<file path="config.mk">
export PLATFORM = sky130hd
export DESIGN_NAME = srrc_resp_capture
export DESIGN_NICKNAME = d
export VERILOG_FILES = /design/src/rtl/srrc_resp_capture.sv
export SDC_FILE = /design/constraint.sdc
export NUM_CORES = 1
export LEC_CHECK = 0
export BUFFER_PORTS_ARGS = -buffer_cell sky130_fd_sc_hd__buf_2
export CAP_MARGIN = 20
export CORE_AREA = 2 2 271 166
export DETAILED_ROUTE_END_ITERATION = 10
export DIE_AREA = 0 0 273 168
export MAX_ROUTING_LAYER = met4
export PLACE_DENSITY = 0.72
export SLEW_MARGIN = 10
export SYNTH_ARGS = -nofsm -noshare
export SYNTH_HDL_FRONTEND = slang
export SYNTH_SLANG_ARGS = --single-unit
</file>
<file path="constraint.sdc">
create_clock -name sys_clk -period 5.15 [get_ports sys_clk]
set_input_delay 1.545 -clock sys_clk [delete_from_list [all_inputs] [get_ports sys_clk]]
set_output_delay 1.545 -clock sys_clk [all_outputs]
set_load 0.02 [all_outputs]
</file>
<file path="src/rtl/srrc_resp_capture.sv">
// srrc_resp_capture: threshold-triggered impulse-response capture with readout.
// Optional peak tracker is built when SRRC_CAPTURE_PEAK_EN is defined.
module srrc_resp_capture #(
    parameter int DATA_W = 18,
    parameter int LEN    = 32,
    parameter int IDX_W  = $clog2(LEN)
) (
    input  logic                     sys_clk,
    input  logic                     reset,
    input  logic                     sam_clk_en,
    input  logic signed [DATA_W-1:0] din,
    input  logic        [DATA_W-1:0] thresh,
    input  logic                     arm,
    output logic                     busy,
    output logic                     triggered,
    output logic                     done,
    output logic                     rd_valid,
    input  logic                     rd_ready,
    output logic signed [DATA_W-1:0] rd_data,
    output logic                     rd_last,
    output logic signed [DATA_W-1:0] peak_val,
    output logic        [IDX_W-1:0]  peak_idx
);

    typedef enum logic [1:0] {
        S_IDLE,
        S_ARMED,
        S_CAPTURE,
        S_READOUT
    } state_t;

    localparam logic [IDX_W-1:0] LAST = IDX_W'(LEN - 1);

    state_t state;
    state_t state_nx;

    logic signed [DATA_W-1:0] mem [LEN];
    logic        [IDX_W-1:0]  wr_cnt;
    logic        [IDX_W-1:0]  rd_ptr;
    logic        [DATA_W-1:0] mag;
    logic                     trig_hit;
    logic                     cap_wr;
    logic                     rd_hs;
    logic                     rd_end;
    logic                     done_q;

    // Most negative input wraps to 2^(DATA_W-1), which is exact as unsigned.
    assign mag = din[DATA_W-1] ? ((~din) + DATA_W'(1)) : din;

    assign trig_hit = (state == S_ARMED) && sam_clk_en && (mag >= thresh);
    assign cap_wr   = (state == S_CAPTURE) && sam_clk_en;
    assign rd_hs    = (state == S_READOUT) && rd_ready;
    assign rd_end   = rd_hs && (rd_ptr == LAST);

    assign busy      = (state != S_IDLE);
    assign triggered = (state == S_CAPTURE) || (state == S_READOUT);
    assign rd_valid  = (state == S_READOUT);
    assign rd_last   = rd_valid && (rd_ptr == LAST);
    assign rd_data   = rd_valid ? mem[rd_ptr] : '0;
    assign done      = done_q;

    // State register and one-cycle done pulse after the final handshake.
    always_ff @(posedge sys_clk) begin
        if (reset) begin
            state  <= S_IDLE;
            done_q <= 1'b0;
        end else begin
            state  <= state_nx;
            done_q <= rd_end;
        end
    end

    // Next-state logic; an arm coinciding with done is dropped.
    always_comb begin
        state_nx = state;
        unique case (state)
            S_IDLE:    if (arm && !done_q) state_nx = S_ARMED;
            S_ARMED:   if (trig_hit) state_nx = S_CAPTURE;
            S_CAPTURE: if (cap_wr && (wr_cnt == LAST)) state_nx = S_READOUT;
            S_READOUT: if (rd_end) state_nx = S_IDLE;
            default:   state_nx = S_IDLE;
        endcase
    end

    // Write count and read pointer; the pointer rewinds outside readout.
    always_ff @(posedge sys_clk) begin
        if (reset) begin
            wr_cnt <= '0;
            rd_ptr <= '0;
        end else begin
            if (trig_hit) begin
                wr_cnt <= IDX_W'(1);
            end else if (cap_wr) begin
                wr_cnt <= wr_cnt + IDX_W'(1);
            end
            if (state != S_READOUT) begin
                rd_ptr <= '0;
            end else if (rd_hs) begin
                rd_ptr <= rd_ptr + IDX_W'(1);
            end
        end
    end

    // Capture buffer; contents are meaningless after reset.
    always_ff @(posedge sys_clk) begin
        if (trig_hit) begin
            mem[0] <= din;
        end else if (cap_wr) begin
            mem[wr_cnt] <= din;
        end
    end

`ifdef SRRC_CAPTURE_PEAK_EN
    logic [DATA_W-1:0] pk_mag;

    // Peak tracker: trigger seeds it, strictly larger magnitudes replace it.
    always_ff @(posedge sys_clk) begin
        if (reset) begin
            peak_val <= '0;
            peak_idx <= '0;
            pk_mag   <= '0;
        end else if (trig_hit) begin
            peak_val <= din;
            peak_idx <= '0;
            pk_mag   <= mag;
        end else if (cap_wr && (mag > pk_mag)) begin
            peak_val <= din;
            peak_idx <= wr_cnt;
            pk_mag   <= mag;
        end
    end
`else
    assign peak_val = '0;
    assign peak_idx = '0;
`endif

endmodule

</file>
==> results by group, run 1 <==
STA
  • Final hold viol count: 0
  • Final setup vio count: 0
  • Final Skew: 0.0263 ns
  • Worst-Margin Slew: 1.16 ns
  • Fmax: 0.201 GHz
  • Max Slew Vio Count: 0
  • Hold Worst Slack: 0.570 ns
  • Setup TNS Final: 0 ns
  • RSZ-0062 raised after global routing: no
  • Minimum clock period: 4.98 ns
  • Worst slew margin: 22.5%
  • Tcrit/Tclk final: 96.7%

Outcome
  • Status: finished, final reports clean

Route
  • Drt first pass iters: 5
  • Vias: 12,200
  • WL final: 60,600 um
  • First DRT Iteration DRCs: 2,063
  • Post-route ant nets: 0
  • Vias/cell: 6.36
  • DRC: 0
  • WL/cell: 31.5 um

Cells and area
  • Inserted Diodes: 0
  • Final-layout fill cell count: 2,933
  • Multi-input logic area: 6130 um2
  • Post-layout net count: 1,366
  • Layout Cells excl Fill: 1,922
  • Fin util: 63.4%
  • Layout area overhead: 15.5%
  • Layout cells sized above 1: 34.4%
  • Register area: 17,700 um2

Clock tree
  • Htree depth: 2
  • Clock sinks: 594
  • Clock slew at reported path FFs: 0.07 ns
  • Post-CTS sizing: 0
  • Postcts setup bufs: 0
  • CTS tree: yes
  • TritonCTS Buffers: 51
  • Cts hold-fix bufs: 0
  • Clk Latency, worst-skew pair: 0.58 ns
  • Clk buf depth: 3
  • Clk root buf: clkbuf_16

Synthesis
  • Top cells by area, synth: edfxtp_1 (72%), mux4_2 (17%), dfxtp_1 (1.5%)
  • Leading area contributor after synthesis: edfxtp_1
  • Mapped Cells: 1,139
  • Ys flop type: edfxtp_1
  • Post-synthesis register bit count: 594
  • Compound-Gate Fraction of Synth Area: 1.15%
  • Combinational family with the most area after synthesis: multiplexers
  • Synth cell types: 49
  • Synth top area share: 71.9%
  • Share of flip-flops with an asynchronous set or reset: 0%
  • Yosys warning count: 0
  • Seq/Total Area, Yosys: 73.4%
  • Synthesized area: 24,100 um2
  • Synth Area per Inst: 21.1 um2
  • Mux cell area share after synthesis: 17.8%
  • Post-synthesis xor/xnor area fraction: 0.764%
  • Post-synth EDFFs: 576
  • Post-Synth Simple-Gate Area: 3.22%
  • Post-Synth Adder-Cell Area: 1.46%

Power and ir drop
  • Pleak: 8.83 nW
  • Peak supply drop: 0.253 mV
  • Power per cell area: 351 nW/um2

Global route
  • Gr ovfl total: 0
  • Antenna violations before repair: 3
  • Vias in the first global route: 11,600
  • First-pass GRT wire length: 86,200 um
  • Total GRT Usage: 28.0%
  • Pin count of the biggest net entering global routing: 54

Floorplanning
  • Die width: 273 um
  • Die Height: 168 um
  • Core Area: 43,800 um2
  • Die area: 45,900 um2
  • Num rows: 60
  • Starting density of the core: 54.9%
  • Ports: 87

Worst hold path
  • HP Class: reg -> reg

Setup path
  • CP Capture Type: flip-flop
  • Largest stage delay, worst path: 0.55 ns
  • Worst path slowest cell: or4_4
  • Critical path startpoint category: input pin
  • Worst Path Required: 5.37 ns
  • Crit-path most repeated cell: or3_4
  • Crit-path cells: buf_2 -> or4_4 -> or3_4 -> or3_4 -> buf_4 -> nand2_1 -> xnor2_1 -> ha_1 -> nand4_1 -> o41a_1 -> a21oi_4 -> buf_12 -> a31o_2
  • Critical path data arrival time: 5.20 ns
  • Worst setup path category: in -> reg
  • CP Max Fanout: 18

Job
  • Max-cap violation count: 0

Place
  • Placed cell count: 1,832
  • Final Wtd Congestion: 0.891
  • Dpl hpwl: 40,400 um
  • Port-buffer cells: 63
[worst max-delay path, delay by kind of cell]
| kind | cells | cell delay, ns |
|---|---|---|
| buffers and inverters | 3 | 0.44 |
| xor gates and xnor gates | 1 | 0.07 |
| and+or+nand+nor | 5 | 1.61 |
| AOI/OAI and AO/OA | 3 | 1.17 |
| adders and majority gates | 1 | 0.33 |
[metal layers]
metal	up-vias	share of wire (%)	track usage (%)
met3	63	17	10.5
met1	6309	43	45.2
met2	873	40	34.6
li1	4973	-	-
met5	-	0	-
met4	0	1.1	3.02
[registers in the layout, indices dropped and copies added, names as in the netlist, named ones only]
signal and count:
mem 576, done 1, wr_cnt 5, state 2, rd_ptr 5
[layout make-up]
cell class                 count  share of cell area (%)
multi-input combinational    460                    22.0
clock buffer                  68                    4.82
timing repair buffer         166                    5.73
sequential                   594                    63.6
inverter                      24                   0.324
tap                          589                    2.65
clock inverter                21                   0.860
[report_power, final]
part           leakage [nW]  internal [mW]  switching [mW]  total, mW
combinational          2.74          0.237           0.441      0.677
clock                 0.760           2.08            1.67       3.74
sequential             5.32           5.33          0.0182       5.35
total                  8.83           7.64            2.12       9.77
[logic make-up (layout without fill, tap and decap cells)]
| family | Yosys count | in the layout |
|---|---|---|
| flip-flops | 594 | 594 |
| multiplexers | 202 | 202 |
| AND/OR/NAND/NOR | 146 | 146 |
| AO/OA/AOI/OAI | 40 | 40 |
| adder cells (fa/ha/maj) | 28 | 28 |
| buffers and inverters | 107 | 279 |
| XOR/XNOR | 21 | 21 |
| other | 1 | 23 |
[metrics by stage]
step           power (mW)  setup slack (ns)  instance area (um2)
5_1_grt              10.0            0.0254                27800
6_report             9.77             0.168                27800
2_1_floorplan        5.82            -0.179                24300
4_1_cts              9.79             0.184                27800
3_5_place_dp         6.12            -0.398                26200
3_3_place_gp         6.10            -0.341                26200
[cell usage in the layout (no fill, tap or decap), drive strengths merged, types with 6 or more instances in the layout]
master / synthesis / final
a21oi: 14 / 14
buf: 55 / 166
clkbuf: 28 / 68
clkinv: 0 / 12
conb: 1 / 23
dfxtp: 18 / 18
edfxtp: 576 / 576
ha: 28 / 28
inv: 24 / 25
mux2i: 22 / 22
mux4: 180 / 180
nand2: 15 / 15
nand3: 27 / 27
nand4: 7 / 7
nor2: 41 / 41
nor2b: 22 / 22
nor3: 6 / 6
o21ai: 8 / 8
xnor2: 15 / 15
xor2: 6 / 6
[synth_stat cells, types with 3 or more instances]
master / number
a21oi_1: 13
o31ai_1: 3
buf_4: 29
edfxtp_1: 576
nand3_1: 27
inv_1: 24
and4b_1: 5
ha_1: 28
nor3_1: 6
o21ai_0: 8
dfxtp_1: 18
buf_2: 13
nor2b_1: 22
buf_1: 11
nor2_1: 41
xor2_1: 6
nand2_1: 15
xnor2_1: 15
and3_1: 3
and2_1: 4
clkbuf_1: 28
mux2i_1: 22
nand2b_1: 4
nand4_1: 7
mux4_2: 180
[path summary, 6_finish.rpt]
kind,from,end,cells after the start,slack [ns]
max,din[9],mem[0][3],13,0.17
min,state[0],state[0],2,0.57
max reg2reg,state[0],mem[5][17],6,2.64
min reg2reg,state[0],state[0],2,0.57
Power figures use the tool's default switching activity.
==> inputs of run 2 (changes only) <==
- ABC_AREA: unset -> 1
- CORE_AREA: 2 2 271 166 -> 5 5 268 165
- DIE_AREA: 0 0 273 168 -> 0 0 273 170
- PLACE_DENSITY: 0.72 -> 0.73
- clock period: 5.15 -> 6.27 ns (I/O delays scaled with it)
==> run 2 against run 1 <==
Against the previous run: clock power down 19%; core utilization up 2.3 points; sequential share of layout area up 1.4 points; highest routed layer unchanged.
==> results by group, run 2 <==
Clock tree
  • Cts hold-fix bufs: 0 (unchanged)
  • Clk Latency, worst-skew pair: 0.58 ns (about the same)
  • Clock sinks: 594 (unchanged)
  • Clk buf depth: 3 (unchanged)
  • CTS tree: yes
  • Post-CTS sizing: 0 (unchanged)
  • Clock slew at reported path FFs: 0.07 ns (about the same)
  • Clk root buf: clkbuf_16
  • Htree depth: 2 (unchanged)
  • Postcts setup bufs: 0 (unchanged)
  • TritonCTS Buffers: 51 (unchanged)

Floorplanning
  • Starting density of the core: 59.2% (+4.3 points)
  • Die Height: 170 um (+1.2%)
  • Ports: 87 (unchanged)
  • Die area: 46,400 um2 (+1.2%)
  • Num rows: 58 (-3.3%)
  • Core Area: 41,400 um2 (-5.5%)
  • Die width: 273 um (unchanged)

Setup path
  • CP Max Fanout: 18 (unchanged)
  • Worst Path Required: 6.45 ns (+1.08 ns)
  • Critical path data arrival time: 5.95 ns (+0.75 ns)
  • R2r startpoint: state[0]
  • Critical path startpoint category: input pin
  • R2r setup slk: 3.28 ns (+0.64 ns)
  • CP Capture Type: flip-flop
  • Crit. Startpoint: din[1]
  • Worst R2R Path Depth: 8 (+2)
  • Reg2reg end: mem[16][15]
  • Worst setup path category: in -> reg
  • CP endpoint: mem[16][15]

Synthesis
  • Post-synth EDFFs: 576 (unchanged)
  • Seq/Total Area, Yosys: 72.0% (-1.4 points)
  • Synth cell types: 38 (-22%)
  • Mapped Cells: 1,929 (+69%)
  • Ys flop type: edfxtp_1
  • Top cells by area, synth: edfxtp_1 (70%), nor2_1 (6.2%), o21ai_0 (6.0%)
  • Share of flip-flops with an asynchronous set or reset: 0% (unchanged)
  • Synth top area share: 70.5% (-1.4 points)
  • Cell with the most instances after synthesis: edfxtp_1
  • Leading area contributor after synthesis: edfxtp_1
  • Synth top cells by count: edfxtp_1 (576), nor2_1 (403), o21ai_0 (292)
  • Post-synthesis register bit count: 594 (unchanged)
  • Yosys warning count: 0 (unchanged)
  • Synthesized area: 24,500 um2 (+2.0%)
  • Synth Area per Inst: 12.7 um2 (-40%)

Route
  • Vias/cell: 6.32 (-0.63%)
  • WL/cell: 25.8 um (-18%)
  • Post-route ant nets: 0 (unchanged)
  • Vias: 16,500 (+35%)
  • First DRT Iteration DRCs: 2,635 (+28%)
  • DRC: 0 (unchanged)
  • WL final: 67,400 um (+11%)
  • Drt first pass iters: 6 (+1)

STA
  • Worst-Margin Slew: 1.04 ns (-0.117 ns)
  • Final Skew: 0.0240 ns (-0.00235 ns)
  • RSZ-0062 raised after global routing: yes
  • Worst slew margin: 30.3% (+7.9 points)
  • Final hold viol count: 0 (unchanged)
  • Fmax: 0.174 GHz
  • Minimum clock period: 5.76 ns
  • Tcrit/Tclk final: 91.9%
  • Setup TNS Final: 0 ns (unchanged)
  • Max Slew Vio Count: 0 (unchanged)
  • Final setup vio count: 0 (unchanged)

Cells and area
  • Layout Cells excl Fill: 2,609 (+36%)
  • Largest register FFs: 576 (unchanged)
  • Registers with the most flip-flops: mem: 576 flops, rd_ptr: 5 flops, wr_cnt: 5 flops
  • Layout cells sized above 1: 12.6% (-22 points)
  • Commonest cells after routing, fill and taps aside: edfxtp_1 (576), nor2_1 (371), o21ai_0 (292)
  • Layout area overhead: 10.8%
  • Fin util: 65.6% (+2.3 points)
  • Top reg by flops: mem
  • Commonest non-fill, non-tap cell in the layout: edfxtp_1
  • Post-layout net count: 2,071 (+52%)

Global route
  • Gr ovfl total: 0 (unchanged)
  • Pin count of the biggest net entering global routing: 100 (+85%)
  • Vias in the first global route: 15,400 (+32%)
  • First-pass GRT wire length: 98,800 um (+15%)
  • Total GRT Usage: 29.4% (+1.4 points)
  • Antenna violations before repair: 3 (unchanged)

Place
  • Port-buffer cells: 63 (unchanged)
  • Placed cell count: 2,519 (+38%)
  • Final Wtd Congestion: 0.944 (+5.9%)
  • Dpl hpwl: 40,700 um (+0.65%)

Power and ir drop
  • Peak supply drop: 0.260 mV (+2.5%)
  • Pleak: 9.19 nW (+4.1%)
  • Power per cell area: 299 nW/um2 (-15%)
  • Power, Total: 8.13 mW (-17%)

Job
  • Max-cap violation count: 0 (unchanged)

Worst hold path
  • HP Class: reg -> reg

Outcome
  • Status: finished, final reports clean
==> run 2: layer usage <==
| layer | GRT usage [%] | part of all wire (%) |
|---|---|---|
| met1 | 44.9 | 41 |
| met2 | 40.0 | 42 |
| met3 | 9.24 | 15 |
| met4 | 4.65 | 1.2 |
| met5 | - | 0 |
==> run 2: final cells by class <==
class	instances	area, um2
diodes	2	5.00
clock buffers	67	1410
clock inverters	21	143
fillers	2962	14200
inverters	59	234
multi-input cells	1149	6000
flip-flops and latches	594	17700
well taps	570	713
repair buffers	147	1030
==> run 2: worst max-delay path, cell delays in order <==
cell and delay, ns:
buf_2 0.17, inv_1 0.13, ha_1 0.16, inv_1 0.05
nor3_1 0.20, nand2_1 0.12, a21oi_2 0.23, nand4_1 0.14
and2_1 0.19, nor2_1 0.11, xnor2_1 0.08, ha_1 0.28
nand2_1 0.05, nor2_1 0.22, nand3_1 0.11, nor2_1 0.12
nor2_1 0.06, nand3_1 0.16, nand2_1 0.17, o21ai_0 0.14
o21ai_0 0.18, buf_4 0.18, nor2_2 0.79
==> run 2: worst min path at each step <==
| stage | end | startpoint | depth (start not counted) |
|---|---|---|---|
| 2_1_floorplan | flip-flop | rd_ptr[3] | 1 |
| 3_3_place_gp | rd_ptr[3] | rd_ptr[3] | 1 |
| 3_5_place_dp | rd_ptr[3] | rd_ptr[3] | 1 |
| 4_1_cts | rd_ptr[3] | rd_ptr[3] | 1 |
| 5_1_grt | flip-flop | rd_ptr[3] | 1 |
| 6_report | flip-flop | rd_ptr[4] | 2 |
==> run 2: through the flow <==
step | hold WS (ns) | setup WS [ns] | cell area [um2]
after floorplan | 0.434 | 0.872 | 24600
after global placement | 0.463 | 0.0395 | 25600
after detailed placement | 0.487 | -0.0492 | 25600
after CTS | 0.496 | 0.538 | 27200
after global routing | 0.521 | -0.00623 | 27200
final | 0.498 | 0.507 | 27200
==> run 2: logic make-up (layout without fill, tap and decap cells) <==
group	count (synthesis)	after routing	synth area share, %
other	1	25	0.0153
buffers and inverters	208	294	4.30
and+or+nand+nor	572	572	9.28
DFF	594	594	72.0
xor gates and xnor gates	16	16	0.571
adders and majority gates	28	28	1.43
AOI/OAI and AO/OA	510	510	12.5
==> run 2: power breakdown <==
part	internal (mW)	leakage [nW]	total [mW]	switching, mW
combinational	0.189	3.10	0.694	0.505
sequential	4.38	5.33	4.41	0.0266
clock	1.65	0.767	3.02	1.37
